`src/rtl/i2c_reg_master_pkg.sv`:
```
// Shared types and defaults for the IMU-bus I2C register master.
package i2c_reg_master_pkg;
    typedef enum logic [2:0] {
        IDLE, START, BYTE, ACK, RSTART, RBYTE, MNACK, STOP
    } i2c_state_e;

    localparam logic [6:0] I2C_DEV_ADDR_MPU = 7'h68;
    localparam int         I2C_CLK_DIV_DEF  = 32;
endpackage

```
`src/rtl/i2c_reg_master_if.sv`:
```
// Request/handshake and pad signals of the I2C register master.
interface i2c_reg_master_if;
    logic [7:0] I2C_ADDR;
    logic [7:0] I2C_WRITE_DATA;
    logic       I2C_WRITE_EN;
    logic       I2C_READ_EN;
    logic [7:0] I2C_READ_DATA;
    logic       SDA_IN;
    logic       SCL_OUT;
    logic       SDA_OUT;
    logic       BUSY;
    logic       DONE;
    logic       ERROR;

    modport master (
        input  I2C_ADDR, I2C_WRITE_DATA, I2C_WRITE_EN, I2C_READ_EN, SDA_IN,
        output SCL_OUT, SDA_OUT, BUSY, DONE, ERROR, I2C_READ_DATA
    );
    modport slave (
        output I2C_ADDR, I2C_WRITE_DATA, I2C_WRITE_EN, I2C_READ_EN, SDA_IN,
        input  SCL_OUT, SDA_OUT, BUSY, DONE, ERROR, I2C_READ_DATA
    );
endinterface

```
`src/rtl/i2c_bit_timer.sv`:
```
// Quarter-bit timer: CLK_DIV cycles per phase, four phases per bit, idle at 0.
module i2c_bit_timer
    import i2c_reg_master_pkg::*;
#(
    parameter int CLK_DIV = I2C_CLK_DIV_DEF
) (
    input  logic       CLK,
    input  logic       RST,
    input  logic       run,
    output logic [1:0] phase,
    output logic       last
);
    localparam int QW = (CLK_DIV > 1) ? $clog2(CLK_DIV) : 1;

    logic [QW-1:0] qcnt;

    assign last = run && (qcnt == QW'(CLK_DIV - 1));

    always_ff @(posedge CLK or posedge RST) begin
        if (RST) begin
            qcnt  <= '0;
            phase <= 2'd0;
        end else if (!run) begin
            qcnt  <= '0;
            phase <= 2'd0;
        end else if (last) begin
            qcnt  <= '0;
            phase <= phase + 2'd1;
        end else begin
            qcnt  <= qcnt + 1'b1;
        end
    end
endmodule

```
`src/rtl/i2c_reg_master.sv`:
```
// Single-register I2C write master: START, {DEV_ADDR,W}, reg addr, data, STOP.
// Define I2C_READ_EN to add a register read (repeated START, one byte, NACK).
module i2c_reg_master
    import i2c_reg_master_pkg::*;
#(
    parameter logic [6:0] DEV_ADDR = I2C_DEV_ADDR_MPU,
    parameter int         CLK_DIV  = I2C_CLK_DIV_DEF
) (
    input  logic             CLK,
    input  logic             RST,
    i2c_reg_master_if.master bus
);
    i2c_state_e state;
    logic [1:0] phase, idx;
    logic       last, bit_end, ph1_end;
    logic       we_q, we_rise, nack;
    logic       busy, done, error, scl, sda, scl_n, sda_n;
    logic [7:0] addr_q, data_q, shreg;
    logic [2:0] bitcnt;
`ifdef I2C_READ_EN
    logic       re_q, re_rise, rd;
    logic [7:0] rx, rdata;
    assign re_rise           = bus.I2C_READ_EN & ~re_q;
    assign bus.I2C_READ_DATA = rdata;
`else
    logic       re_rise, unused_read_en;
    assign re_rise           = 1'b0;
    assign unused_read_en    = bus.I2C_READ_EN;
    assign bus.I2C_READ_DATA = 8'h00;
`endif

    i2c_bit_timer #(.CLK_DIV(CLK_DIV)) u_timer (
        .CLK(CLK), .RST(RST), .run(busy), .phase(phase), .last(last)
    );

    assign we_rise     = bus.I2C_WRITE_EN & ~we_q;
    assign bit_end     = last && (phase == 2'd3);
    assign ph1_end     = last && (phase == 2'd1);
    assign bus.SCL_OUT = scl;
    assign bus.SDA_OUT = sda;
    assign bus.BUSY    = busy;
    assign bus.DONE    = done;
    assign bus.ERROR   = error;

    // Line levels for the current state/phase; registered below, so both pads lag equally.
    always_comb begin
        scl_n = 1'b1;
        sda_n = 1'b1;
        case (state)
            START:      begin scl_n = (phase != 2'd3);   sda_n = (phase < 2'd2);  end
            BYTE:       begin scl_n = phase[0] ^ phase[1]; sda_n = shreg[7];      end
            ACK:        scl_n = phase[0] ^ phase[1];
            STOP:       begin scl_n = (phase != 2'd0);   sda_n = (phase == 2'd3); end
`ifdef I2C_READ_EN
            RSTART:     begin scl_n = phase[0] ^ phase[1]; sda_n = (phase < 2'd2); end
            RBYTE,
            MNACK:      scl_n = phase[0] ^ phase[1];
`endif
            default:    ;
        endcase
    end

    always_ff @(posedge CLK or posedge RST) begin
        if (RST) begin
            state  <= IDLE;
            we_q   <= 1'b0;
            busy   <= 1'b0;
            done   <= 1'b0;
            error  <= 1'b0;
            scl    <= 1'b1;
            sda    <= 1'b1;
            nack   <= 1'b0;
            addr_q <= 8'h00;
            data_q <= 8'h00;
            shreg  <= 8'h00;
            bitcnt <= 3'd0;
            idx    <= 2'd0;
`ifdef I2C_READ_EN
            re_q   <= 1'b0;
            rd     <= 1'b0;
            rx     <= 8'h00;
            rdata  <= 8'h00;
`endif
        end else begin
            we_q <= bus.I2C_WRITE_EN;
`ifdef I2C_READ_EN
            re_q <= bus.I2C_READ_EN;
`endif
            scl  <= scl_n;
            sda  <= sda_n;
            done <= 1'b0;
            case (state)
                IDLE: if (we_rise || re_rise) begin
                    addr_q <= bus.I2C_ADDR;
                    data_q <= bus.I2C_WRITE_DATA;
                    error  <= 1'b0;
                    busy   <= 1'b1;
                    state  <= START;
`ifdef I2C_READ_EN
                    rd     <= ~we_rise;
`endif
                end
                START: if (bit_end) begin
                    shreg  <= {DEV_ADDR, 1'b0};
                    bitcnt <= 3'd7;
                    idx    <= 2'd0;
                    state  <= BYTE;
                end
                BYTE: if (bit_end) begin
                    shreg <= {shreg[6:0], 1'b0};
                    if (bitcnt == 3'd0) state <= ACK;
                    else                bitcnt <= bitcnt - 3'd1;
                end
                ACK: begin
                    if (ph1_end) nack <= bus.SDA_IN;
                    if (bit_end) begin
                        bitcnt <= 3'd7;
                        if (nack) begin
                            error <= 1'b1;
                            state <= STOP;
                        end else begin
                            case (idx)
                                2'd0: begin shreg <= addr_q; idx <= 2'd1; state <= BYTE; end
                                2'd1: begin
                                    idx <= 2'd2;
`ifdef I2C_READ_EN
                                    if (rd) state <= RSTART;
                                    else
`endif
                                    begin shreg <= data_q; state <= BYTE; end
                                end
                                default: begin
`ifdef I2C_READ_EN
                                    if (rd) state <= RBYTE;
                                    else
`endif
                                    state <= STOP;
                                end
                            endcase
                        end
                    end
                end
`ifdef I2C_READ_EN
                RSTART: if (bit_end) begin
                    shreg  <= {DEV_ADDR, 1'b1};
                    bitcnt <= 3'd7;
                    state  <= BYTE;
                end
                RBYTE: begin
                    if (ph1_end) rx <= {rx[6:0], bus.SDA_IN};
                    if (bit_end) begin
                        if (bitcnt == 3'd0) state <= MNACK;
                        else                bitcnt <= bitcnt - 3'd1;
                    end
                end
                MNACK: if (bit_end) state <= STOP;
`endif
                STOP: if (bit_end) begin
                    state <= IDLE;
                    busy  <= 1'b0;
                    done  <= 1'b1;
`ifdef I2C_READ_EN
                    if (rd && !error) rdata <= rx;
`endif
                end
                default: state <= IDLE;
            endcase
        end
    end
endmodule

```
`src/flat_wrapper.sv`:
```
// flat-port wrapper written by rule: the top's interface ports become plain ports
module i2c_reg_master_flat import i2c_reg_master_pkg::*;
#(
    parameter logic [6:0] DEV_ADDR = I2C_DEV_ADDR_MPU,
    parameter int         CLK_DIV  = I2C_CLK_DIV_DEF
)
  (CLK, RST, bus_I2C_ADDR, bus_I2C_WRITE_DATA, bus_I2C_WRITE_EN, bus_I2C_READ_EN, bus_SDA_IN, bus_SCL_OUT, bus_SDA_OUT, bus_BUSY, bus_DONE, bus_ERROR, bus_I2C_READ_DATA);
  i2c_reg_master_if bus_i ();
  input  logic CLK;
  input  logic RST;
  input wire logic [$bits(bus_i.I2C_ADDR)-1:0] bus_I2C_ADDR;
  input wire logic [$bits(bus_i.I2C_WRITE_DATA)-1:0] bus_I2C_WRITE_DATA;
  input wire logic [$bits(bus_i.I2C_WRITE_EN)-1:0] bus_I2C_WRITE_EN;
  input wire logic [$bits(bus_i.I2C_READ_EN)-1:0] bus_I2C_READ_EN;
  input wire logic [$bits(bus_i.SDA_IN)-1:0] bus_SDA_IN;
  output wire logic [$bits(bus_i.SCL_OUT)-1:0] bus_SCL_OUT;
  output wire logic [$bits(bus_i.SDA_OUT)-1:0] bus_SDA_OUT;
  output wire logic [$bits(bus_i.BUSY)-1:0] bus_BUSY;
  output wire logic [$bits(bus_i.DONE)-1:0] bus_DONE;
  output wire logic [$bits(bus_i.ERROR)-1:0] bus_ERROR;
  output wire logic [$bits(bus_i.I2C_READ_DATA)-1:0] bus_I2C_READ_DATA;
  assign bus_i.I2C_ADDR = bus_I2C_ADDR;
  assign bus_i.I2C_WRITE_DATA = bus_I2C_WRITE_DATA;
  assign bus_i.I2C_WRITE_EN = bus_I2C_WRITE_EN;
  assign bus_i.I2C_READ_EN = bus_I2C_READ_EN;
  assign bus_i.SDA_IN = bus_SDA_IN;
  assign bus_SCL_OUT = bus_i.SCL_OUT;
  assign bus_SDA_OUT = bus_i.SDA_OUT;
  assign bus_BUSY = bus_i.BUSY;
  assign bus_DONE = bus_i.DONE;
  assign bus_ERROR = bus_i.ERROR;
  assign bus_I2C_READ_DATA = bus_i.I2C_READ_DATA;
  i2c_reg_master #(.DEV_ADDR(DEV_ADDR), .CLK_DIV(CLK_DIV)) u_core (.CLK(CLK), .RST(RST), .bus(bus_i));
endmodule
```
`config.mk`:
```
export PLATFORM = sky130hd
export DESIGN_NAME = i2c_reg_master_flat
export DESIGN_NICKNAME = d
export VERILOG_FILES = /design/src/rtl/i2c_reg_master_pkg.sv /design/src/rtl/i2c_reg_master_if.sv /design/src/rtl/i2c_bit_timer.sv /design/src/rtl/i2c_reg_master.sv /design/src/flat_wrapper.sv
export SDC_FILE = /design/constraint.sdc
export NUM_CORES = 1
export LEC_CHECK = 0
export ABC_AREA = 1
export CAP_MARGIN = 0
export CORE_UTILIZATION = 30
export CTS_CLUSTER_DIAMETER = 80
export CTS_CLUSTER_SIZE = 40
export DETAILED_ROUTE_END_ITERATION = 10
export PLACE_DENSITY = 0.52
export SYNTH_ARGS = -nofsm -noshare
export SYNTH_HDL_FRONTEND = slang
export SYNTH_SLANG_ARGS = --single-unit
```
`constraint.sdc`:
```
create_clock -name CLK -period 3.8 [get_ports CLK]
set_clock_uncertainty 0.05 [all_clocks]
set_input_delay 0.57 -clock CLK [delete_from_list [all_inputs] [get_ports CLK]]
set_output_delay 0.57 -clock CLK [all_outputs]
set_load 0.01 [all_outputs]
```
* Yosys cells after proc, flatten, opt, wreduce, memory -nomap -nowiden
Index checks and enable logic that the tools add are counted.
** Storage, ports and cells
- Word-level logic and storage cells :: 105
- Register bits after elaboration :: 46
- Output and inout port bits :: 13
- Bits of input ports :: 21
** Cells by class
- Bitwise logic cells :: 3
- Order comparisons :: 1
- Eq/ne operators :: 21
- $add $sub $neg :: 3
- Reductions and logical operators :: 23
- Mux-type cells :: 39
** Operator list (count)
- 2-to-1 mux 3 bit :: 11
- 2-to-1 mux 8 bit :: 4
- case mux 8 bit (3 select lines) :: 1
- inequality test 2 x 1 -> 1 bit (second input constant) :: 9
- case mux 8 bit (2 select lines) :: 1
- case mux 3 bit (5 select lines) :: 1
- AND reduction 6 bit :: 2
- 2-to-1 mux 2 bit :: 5
- 2-to-1 mux 5 bit :: 2
- nonzero test 2 bit :: 5
- case mux 2 bit (2 select lines) :: 2
- AND reduction 4 bit :: 2
- 2-to-1 mux 1 bit :: 7
- equality test 3 x 2 -> 1 bit (second input constant) :: 2
- zero test 3 bit :: 2
- inequality test 2 bit (second input constant) :: 3
- case mux 1 bit (3 select lines) :: 2
- case mux 3 bit (2 select lines) :: 1
- OR reduction 2 bit :: 3
- adder 5 x 1 -> 5 bit (second input constant) :: 1
- equality test 5 bit (second input constant) :: 1
- AND reduction 5 bit :: 1
- equality test 2 x 1 -> 1 bit (second input constant) :: 2
- case mux 1 bit (2 select lines) :: 2
- other kinds (15) :: 18

* Logic depth before layout (Yosys ltp)
- Depth after elaboration :: 6
- Gate-level depth with buffers :: 10

* Modules after synthesis
A second synthesis with hierarchy kept.
** Second synthesis, totals
- Cell total of the unflattened synthesis :: 306
- Area, all modules :: 2314.7 um^2
** Modules (own cells, without submodules)
- i2c_reg_master :: area an instance 1996.9 um^2, times used 1, sequential area each 978.4 um^2, cells an instance 267
- i2c_bit_timer :: area an instance 317.8 um^2, times used 1, sequential area each 175.2 um^2, cells an instance 39

* Least setup slack after synthesis
No wires, ideal clock.
- Kind :: reg-to-reg
- Start :: register u_core.u_timer.qcnt[0]
- End :: register u_core.bitcnt[2]
- Arrival :: 1.444 ns
- Path slack :: 2.178 ns
- Buffers on the path :: 0
- Data required time :: 3.623 ns
- Cell stages (with the launch flop) :: 10
- Setup time :: 0.127 ns
- Cells stage by stage :: dfrtp_1 -> ha_1 -> nand2_1 -> nor2_1 -> ha_1 -> nand3_1 -> inv_2 -> nand3_1 -> o21ai_1 -> nand3_1
** On the way
- Word-level cells in the longest chain between the ends :: 5
- Elaborated cells between the ends (all ways) :: 6
** RTL lines
- from (decl) :: RTL line i2c_bit_timer.sv:15 : logic [QW-1:0] qcnt;
- from (signal assigned) :: RTL line i2c_bit_timer.sv:30 : qcnt <= qcnt + 1'b1;
- equality test 5 bit * :: RTL line i2c_bit_timer.sv:17 : assign last = run && (qcnt == QW'(CLK_DIV - 1));
- logical AND 1 bit * :: RTL line i2c_bit_timer.sv:17
- logical AND 1 bit * :: RTL line i2c_reg_master.sv:37 : assign bit_end = last && (phase == 2'd3);
- inequality test 2 x 1 -> 1 bit (no source line)
- AND reduction 4 bit (no source line) *
- to (signal assigned) :: RTL line i2c_reg_master.sv:112 : else bitcnt <= bitcnt - 3'd1;
- to (decl) :: RTL line i2c_reg_master.sv:19 : logic [2:0] bitcnt;
Mark *: on every way between the ends. The rest lies on a longest branch, timed or not.
A chain may end at the register's enable or synchronous reset.

* Worst setup path in the final report
- Start :: register u_core.scl, in the netlist u_core.bus.SCL_OUT
- End :: output port bus_SCL_OUT
** RTL lines
- from (decl) :: RTL line i2c_reg_master.sv:17 : logic busy, done, error, scl, sda, scl_n, sda_n;
- from (signal assigned) :: RTL line i2c_reg_master.sv:89 : scl <= scl_n;
- to (decl) :: RTL line flat_wrapper.sv:16 : output wire logic [$bits(bus_i.SCL_OUT)-1:0] bus_SCL_OUT;
No word-level cell between the ends.

==> results.yml <==
floorplan:
  width_of_the_die_um: 90.3
  initial_core_util_pct: 31.5
  floorplan.core_area_mm2: 0.00741
  io_pins: 34
  chip_height_um: 90.3
  floorplan.rows: 31
  dieArea_mm2: 0.00815
yosys:
  synth_common_cells: "128 x nand2_1, 44 x dfrtp_1, 30 x nand3_1"
  synth_seq_area_share_pct: 49.4
  synth_top_flop_cell: "dfrtp_1"
  synth_edf_count: 0
  synth_area_mm2: 0.00234
  synth_cell_type_count: 28
  synthArstFlopShare_pct: 100
  yosys_warnings: 0
  post-synth-top-count-cell: "nand2_1"
  synthesis.instances: 296
  yosysTopAreaCellShare_pct: 47.1
  synth_top_cells_by_area: "dfrtp_1 47%, nand2_1 21%, nand3_1 6.4%"
  ys_seq_elements: 46
  cell_accounting_for_the_most_synthesized_area: "dfrtp_1"
  synthesis.area_per_instance_um2: 7.90
critical_path:
  critical_path.max_stage_delay_ns: 0.52
  reg2reg_setup_slack_ns: 1.95
  length_in_cells_of_the_worst_reg_to_reg_path: 9
  crit_path_max_fanout: 1
  setup.worst_path.end_class: "output port"
  cp_data_required_time_ns: 3.18
  critPathLaunchType: "register"
  worstReg2RegEnd: "u_core.bitcnt[2]"
  critPathSlowestCell: "dfstp_2"
  critical_path.cell_chain: "clkdlybuf4s50_1"
  timing.critical_path.max_delay_family: "flip-flops"
  cp_num_buf_inv: 1
  arrival_ns: 1.34
  setup.worst_path.class: "reg2out"
  worstReg2RegStart: "u_core.u_timer.qcnt[0]"
  cp-startpoint: "u_core.bus.SCL_OUT"
min_path:
  whs_endpoint: "u_core.u_timer.qcnt[0]"
  hold_path_depth: 1
  timing.hold.worst.class: "reg2reg"
  timing.hold.worst.start: "u_core.u_timer.qcnt[0]"
sta:
  min_period_over_period_pct: 51.6
  rsz_0062_raised_after_global_routing: "false"
  timing.slew.headroom_pct: 36.8
  setup_slack_ns: 1.84
  worst_pin_slew_ns: 0.946
  min_period_ns: 1.96
  finalSetupTns_ns: 0
  report.final.setup_viol: 0
  maxClockFrequency_mhz: 510
  slew_viol_final: 0
  number_of_hold_violations_in_the_final_report: 0
status:
  run_status: "finished, final reports clean"
placement:
  place_congestion: 0.813
  pre_cts_slack_ns: 1.73
  detailed_place_hpwl_um: 3260
  io_buffer_count: 24
clock_tree:
  number_of_buffers_created_by_cts: 5
  cts_root_buf: "clkbuf_8"
  clock_insertion_delay_worst_skew_ns: 0.30
  cts.clk_slew.worst_paths_ns: 0.09
  postCtsHoldBufs: 0
  postCtsSetupBuffers: 0
  tritoncts: "done"
  clock_sink_count: 46
  cts_resized: 0
  ctsLongestPathBuffers: 2
  htreeDepth: 2
finish:
  final_net_count: 350
  fillers: 791
  insertedDiodeCount: 0
  final_layout_size_suffix_gt1_share_pct: 8.05
  layout-area-overhead-vs-synth_pct: 18.0
power:
  power_frac_clock_pct: 27.0
  power.sequential.fraction_pct: 50.2
  p_sw_share_pct: 31.5
  p_total_mw: 1.38
  power.ir.vdd_worst_mv: 0.195
  leakage_nw: 1.35
  power.internal_uw: 945
  p_comb_share_pct: 22.8
  net-switching-power_uw: 434
  pwr_density_cell_mw_per_mm2: 500
route:
  drt_first_iter_violations: 101
  drcViolationCount: 0
  ant_nets: 0
  routedWlPerCell_um: 10.9
  drt_pre_antenna_iters: 4
  routed_wl_um: 4580
  routed_via_density: 4.34
  num_vias: 1831
grt:
  global_route.overflow_total: 0
  global_route_wire_length_before_repair_um: 7890
  grt_pass1_vias: 1709
  global_route.usage.total_pct: 12.1
  grt_start_max_net_pins: 47
  grt_antenna_before_repair: 0
flow_run:
  max_cap_viol_count: 0
[final cells by class]
| type | count | area [um2] | area share [%] |
|---|---|---|---|
| clock buffers | 5 | 68.8 | 2.50 |
| flip-flops and latches | 46 | 1150 | 41.8 |
| inverters | 30 | 113 | 4.08 |
| repair buffers | 24 | 240 | 8.71 |
| multi-input cells | 215 | 1010 | 36.8 |
| well taps | 99 | 124 | 4.49 |
| clock inverters | 3 | 45.0 | 1.63 |
[cells by family after synthesis]
| logic type | after synthesis | synth area share [%] |
|---|---|---|
| compound gates | 15 | 3.48 |
| xor+xnor | 1 | 0.375 |
| fa+ha+maj | 7 | 3.75 |
| buf+inv | 42 | 8.40 |
| flops | 46 | 49.4 |
| other cells | 1 | 0.160 |
| simple gates | 184 | 34.5 |
[power by group through the flow]
stage	sequential, mW	combinational (mW)	clock (mW)
after floorplan	0.680	0.241	0
after global placement	0.704	0.317	0
after detailed placement	0.703	0.319	0
after CTS	0.694	0.320	0.386
after global routing	0.708	0.363	0.410
final	0.693	0.315	0.372
[placed cells by master (no fill, tap or decap), types with 5 or more instances in the layout]
cell type,n
clkdlybuf4s50_1,24
ha_1,7
a21oi_1,5
clkbuf_8,5
inv_1,23
nor2_1,12
nand3_1,30
nand2_1,128
inv_2,6
conb_1,8
o21ai_1,6
dfrtp_1,44
[routing by layer]
metal	wire, um	part of all wire [%]	global-route usage (%)	vias to the layer above
li1	-	-	-	959
met1	2260	49	15.7	832
met2	2120	46	19.7	38
met3	186	4.1	3.70	2
met4	19	0.41	2.69	0
met5	0	0	0	-
[how the worst max path moves through the flow]
stage                                  end  slack [ns]  depth (start not counted)
after floorplan           u_core.addr_q[0]        2.10                          1
after CTS                      bus_SCL_OUT        1.82                          1
after global placement    u_core.data_q[6]        1.72                          5
after global routing      u_core.bitcnt[2]        1.71                          9
final                          bus_SCL_OUT        1.84                          1
after detailed placement  u_core.data_q[7]        1.73                          5
[stage by stage]
step,cell area [um2],cells,util (%),hold slack [ns]
after floorplan,2360,303,-,0.383
after global placement,2640,414,35.7,0.403
after detailed placement,2640,414,35.7,0.413
after CTS,2760,422,37.2,0.426
after global routing,2760,422,37.2,0.438
final,2760,422,37.2,0.422
[flip-flops by register name (all words and copies together) (netlist names)]
signal	count
u_core.we_q	1
u_core.bus.SCL_OUT	1
u_core.u_timer.phase	2
u_core.bus.DONE	1
u_core.data_q	8
u_core.shreg	8
u_core.u_timer.qcnt	5
u_core.bus.ERROR	1
u_core.bus.BUSY	1
u_core.addr_q	8
u_core.bus.SDA_OUT	1
u_core.bitcnt	3
u_core.idx	2
u_core.nack	1
u_core.state	3
No activity file was read; power rests on OpenSTA's default activity.
==> RTL change 1, RTL diff (same settings) <==
Set the package constant `I2C_CLK_DIV_DEF` to 128 (it was 32).
--- a/src/rtl/i2c_reg_master_pkg.sv
+++ b/src/rtl/i2c_reg_master_pkg.sv
@@ -5,6 +5,6 @@
     } i2c_state_e;
 
     localparam logic [6:0] I2C_DEV_ADDR_MPU = 7'h68;
-    localparam int         I2C_CLK_DIV_DEF  = 32;
+    localparam int         I2C_CLK_DIV_DEF  = 128;
 endpackage
 
Function: no difference found for any inputs over 10 cycles, from zero or initial values and one cycle with RST high; that may be too few to reach the edited logic, so the function may still have changed.
==> RTL change 1 against the original RTL <==
  * Setup slack got worse by 0.13 ns
  * Sequential cell count is 2 higher
  * Routed wire length up 3.1%
  * Largest cell class unchanged
  * Area after synthesis is 5.1% higher
  * Design area up 3.4%
  * Non-clock buffer count did not move
  * Synthesized cell count down 1.0%
  * Count of clock-buffer cells in the layout unchanged
  * Critical path type is now primary input to flop
Power is not compared: it rests on default switching activity, and its combinational part moved more than twofold at a synthesized area within 25%.
==> RTL change 1: results (changes against the original RTL) <==
Worst hold path
  – Worst Hold Class: flop to flop

Finish
  – Ratio of cells with drive above 1 in the final layout: 0.118 (+0.0379)
  – Number of fill cells: 833 (+5.3%)
  – Final net count: 348 (-0.57%)

Global route
  – Combined global-route utilization of all metal layers: 0.122 (+0.00117)
  – Initial antenna violation count: 0 (unchanged)
  – Global-route wire length before repair: 8.22 mm (+4.3%)
  – GR Layer Usage met2: 0.182 (-0.0151)
  – Largest net degree at the start of global routing: 49 (+4.3%)
  – Via count of the first global-routing pass: 1819 (+6.4%)
  – Met3 Track Usage GR: 0.0263 (-0.0108)
  – Grt met1 use: 0.169 (+0.0126)

Synth
  – Area share of fa/ha/maj cells after synthesis: 0.0306 (-0.00691)
  – Gate count after technology mapping: 293 (-1.0%)
  – Cell types occupying the most area after synthesis: sky130_fd_sc_hd__dfrtp_1 (47%), sky130_fd_sc_hd__nand2_1 (17%), sky130_fd_sc_hd__nand3_1 (3.3%)
  – Multiplexer area fraction after synthesis: 0.00458 (+0.00458)
  – Synth Area in XOR/XNOR: 0.00713 (+0.00338)
  – Count of different cell masters after synthesis: 32 (+14%)
  – Share of the synthesized area in compound gates (AO/OA/AOI/OAI): 0.0754 (+0.0406)
  – Portion of the post-synthesis area used by sequential elements: 0.490 (-0.00351)
  – List of most frequent post-synthesis cells: sky130_fd_sc_hd__nand2_1 (113), sky130_fd_sc_hd__dfrtp_1 (46), sky130_fd_sc_hd__inv_1 (21), sky130_fd_sc_hd__nor2_1 (19), sky130_fd_sc_hd__nand3_1 (16)

CTS
  – Number of buffers created by CTS: 5 (unchanged)
  – Clock Pin Slew Worst Setup and Hold Paths: 0.09 ns (about the same)
  – CTS H-tree depth: 2 (unchanged)
  – Clock insertion delay at the later pin of the skew report: 0.30 ns (about the same)
  – Post-CTS resize count: 0 (unchanged)
  – Maximum clock path buffer count: 2 (unchanged)

Worst setup path
  – Worst Path Max Fanout: 18 (+17)
  – Master of the slowest instance on the critical path: sky130_fd_sc_hd__nor3_4
  – CP arrival: 2.23 ns (+0.89 ns)
  – Longest individual stage delay on the worst path: 0.61 ns (+0.09 ns)
  – Family with the most delay on the worst path: buffers and inverters

Place
  – Placed cell areas: 0.00277 mm2 (+4.8%)
  – Total placed cells including tap cells: 416 (+0.48%)
  – Post-detailed-placement half-perimeter wirelength: 3.45 mm (+5.8%)
  – Final RePlAce weighted congestion: 0.776 (-4.6%)
  – Worst Setup Slack post-DPL: 1.33 ns (-0.405 ns)

STA
  – Worst slew margin relative to its limit: 0.323 (-0.0447)

Drt
  – Total wire length after detailed routing: 4.72 mm (+3.1%)
  – Routed met1 length: 2.40 mm (+6.5%)
  – Top layer in use: met4
  – Drt initial violations: 56 (-45%)
  – Routed length per instance: 11.2 um (+2.9%)
  – Length of routed met3 wiring: 137 um (-26%)
  – Met2 wire len: 2.09 mm (-1.4%)
  – Number of vias in the routed layout: 1860 (+1.6%)

Run status
  – Result of the run: finished, final reports clean
-- RTL change 1: cell count changes after synthesis, moves of 2 or more --
cell | before | now
sky130_fd_sc_hd__nand2_1 | 128 | 113
sky130_fd_sc_hd__nand3_1 | 30 | 16
sky130_fd_sc_hd__nor2_1 | 12 | 19
sky130_fd_sc_hd__o21ai_0 | 1 | 8
sky130_fd_sc_hd__inv_1 | 24 | 21
sky130_fd_sc_hd__nand2_2 | 2 | 5
sky130_fd_sc_hd__nor2_4 | 2 | 5
sky130_fd_sc_hd__dfrtp_1 | 44 | 46
sky130_fd_sc_hd__nand2_4 | 0 | 2
sky130_fd_sc_hd__nand4_1 | 2 | 0
sky130_fd_sc_hd__nor3_1 | 0 | 2
sky130_fd_sc_hd__o2111ai_1 | 0 | 2
-- RTL change 1: path summary, 6_finish.rpt --
kind | start | to | slack (ns) | depth (start not counted)
max reg2reg | u_core.state[0] | u_core.data_q[5] | 1.81 | 6
max in group asynchronous | RST | u_core.data_q[4] | 2.29 | 2
min reg2reg | u_core.u_timer.qcnt[0] | u_core.u_timer.qcnt[0] | 0.41 | 1
min | u_core.u_timer.qcnt[0] | u_core.u_timer.qcnt[0] | 0.41 | 1
min in group asynchronous | RST | u_core.u_timer.qcnt[0] | 0.77 | 2
max | bus_I2C_WRITE_EN | u_core.data_q[5] | 1.71 | 6
-- RTL change 1: area by class of cell --
class	count	area, um2	share of cell area
sequential	48	1200	0.422
inverter	27	101	0.0355
tap	102	128	0.0447
clock buffer	5	68.8	0.0241
timing repair buffer	24	240	0.0842
clock inverter	2	12.5	0.00439
multi-input combinational	215	1100	0.385
-- RTL change 1: power by group --
part	switching [W]	internal [W]	total (W)
Clock	0.000172	0.000125	0.000297
Combinational	0.000471	0.000266	0.000737
Sequential	0.000117	0.000680	0.000798
==> RTL change 2, RTL diff (same flow settings) <==
Made on the original files. The 8 states of `i2c_state_e` get a one-hot encoding in 8 bits.
--- a/src/rtl/i2c_reg_master_pkg.sv
+++ b/src/rtl/i2c_reg_master_pkg.sv
@@ -1,7 +1,7 @@
 // Shared types and defaults for the IMU-bus I2C register master.
 package i2c_reg_master_pkg;
-    typedef enum logic [2:0] {
-        IDLE, START, BYTE, ACK, RSTART, RBYTE, MNACK, STOP
+    typedef enum logic [7:0] {
+        IDLE = 8'b00000001, START = 8'b00000010, BYTE = 8'b00000100, ACK = 8'b00001000, RSTART = 8'b00010000, RBYTE = 8'b00100000, MNACK = 8'b01000000, STOP = 8'b10000000
     } i2c_state_e;
 
     localparam logic [6:0] I2C_DEV_ADDR_MPU = 7'h68;
Formal check against the unedited RTL: same outputs for any inputs over 10 cycles, from zero or initial values and one cycle with RST high; not proved beyond that.
==> RTL change 2 against the original RTL <==
  * Register-to-register slack lost 0.25 ns
  * Setup slack lost 0.28 ns
  * Design area grew 8.1%
  * Non-clock buffer count is the same
  * Routed wire length grew 8.6%
  * Area after synthesis grew 12%
  * Sequential cell count grew 2
  * Clock power shrank 18%
  * Highest routed layer unchanged
  * Die area grew 11%
  * Power grew 18%
==> RTL change 2: results (changes against the original RTL) <==
Global route
  – Global-route wire length before repair: 8.91 mm (+13%)
  – Combined global-route utilization of all metal layers: 0.128 (+0.00704)
  – GR Layer Usage met2: 0.205 (+0.00756)
  – Largest net degree at the start of global routing: 49 (+4.3%)
  – Grt met1 use: 0.171 (+0.0144)
  – Met3 Track Usage GR: 0.0271 (-0.00992)
  – Via count of the first global-routing pass: 1907 (+12%)

Finish
  – Ratio of cells with drive above 1 in the final layout: 0.111 (+0.0309)
  – Non-filler cells, final: 455 (+7.8%)
  – Final net count: 377 (+7.7%)
  – Number of fill cells: 877 (+11%)

Synth
  – Fraction of registers with async set or reset after synthesis: 1.00 (unchanged)
  – Portion of the post-synthesis area used by sequential elements: 0.462 (-0.0315)
  – Per-instance average area after synthesis: 8.00 um2 (+1.3%)
  – Cell types occupying the most area after synthesis: sky130_fd_sc_hd__dfrtp_1 (43%), sky130_fd_sc_hd__nand2_1 (15%), sky130_fd_sc_hd__inv_1 (5.3%)
  – List of most frequent post-synthesis cells: sky130_fd_sc_hd__nand2_1 (104), sky130_fd_sc_hd__dfrtp_1 (45), sky130_fd_sc_hd__inv_1 (37), sky130_fd_sc_hd__nand3_1 (25), sky130_fd_sc_hd__nor2_1 (23)

Place
  – Final RePlAce weighted congestion: 0.800 (-1.7%)
  – Worst Setup Slack post-DPL: 1.22 ns (-0.513 ns)
  – Post-detailed-placement half-perimeter wirelength: 3.51 mm (+7.4%)
  – Placed cell areas: 0.00290 mm2 (+9.5%)

Worst setup path
  – Critical Path Start: bus_I2C_WRITE_EN
  – CP endpoint: u_core.data_q[7]
  – Endpoint of the lowest-slack register-to-register path: u_core.shreg[3]
  – Worst reg2reg setup slack: 1.70 ns (-0.25 ns)
  – Worst Path Max Fanout: 35 (+34)
  – Depth of the most critical reg-to-reg path: 11 (+2)
  – Longest individual stage delay on the worst path: 0.73 ns (+0.21 ns)
  – CP arrival: 2.35 ns (+1.01 ns)
  – Family with the most delay on the worst path: simple AND/OR/NAND/NOR gates
  – Master of the slowest instance on the critical path: sky130_fd_sc_hd__nand4_2

Drt
  – Length of routed met3 wiring: 202 um (+8.6%)
  – Met2 wire len: 2.27 mm (+7.4%)
  – Number of detailed-routing iterations run before antenna repair: 5 (+1)
  – Top layer in use: met4
  – Routed met1 length: 2.43 mm (+7.8%)
  – Total wire length after detailed routing: 4.97 mm (+8.6%)
  – Number of vias per cell after detailed routing: 4.41 (+1.6%)
  – Drt initial violations: 110 (+8.9%)

Run status
  – Result of the run: finished, final reports clean

Power and ir drop
  – Clock net power: 0.000305 W (-18%)
  – Sequential Power Share: 0.478 (-0.024)
  – Sequential logic power: 0.000777 W (+12%)
  – Total leakage power: 1.48 nW (+9.3%)
  – Net Sw Frac: 0.365 (+0.0498)
  – Worst vdd rail ir drop: 0.000191 V (-2.4%)

STA
  – Worst-case hold slack: 0.422 ns (+0.000360 ns)
  – Worst slew margin relative to its limit: 0.333 (-0.0355)
  – Achievable frequency: 448 MHz (-12%)

Worst hold path
  – WHS Path Cells: 1 (unchanged)
-- RTL change 2: changes by cell type after synthesis, sizes merged, moves of 4 or more --
cell	delta
buf	+4
nand4	+5
o21ai	+15
nand2	-19
inv	+13
nor2	+16
-- RTL change 2: final cells by class --
class / count / area, um2 / area share
Clock buffer: 7 / 76.3 / 0.0256
Clock inverter: 1 / 8.76 / 0.00294
Inverter: 42 / 158 / 0.0529
Multi-Input combinational cell: 228 / 1160 / 0.390
Sequential cell: 48 / 1200 / 0.404
Tap cell: 105 / 131 / 0.0441
Timing Repair Buffer: 24 / 240 / 0.0806
-- RTL change 2: logic make-up after synthesis --
group / count (synthesis) / share of synthesized area
AO/OA/AOI/OAI: 27 / 0.0533
XOR/XNOR: 2 / 0.00672
adder cells (fa/ha/maj): 7 / 0.0336
buffers and inverters: 57 / 0.103
flip-flops: 48 / 0.462
other: 1 / 0.00144
AND/OR/NAND/NOR: 184 / 0.340
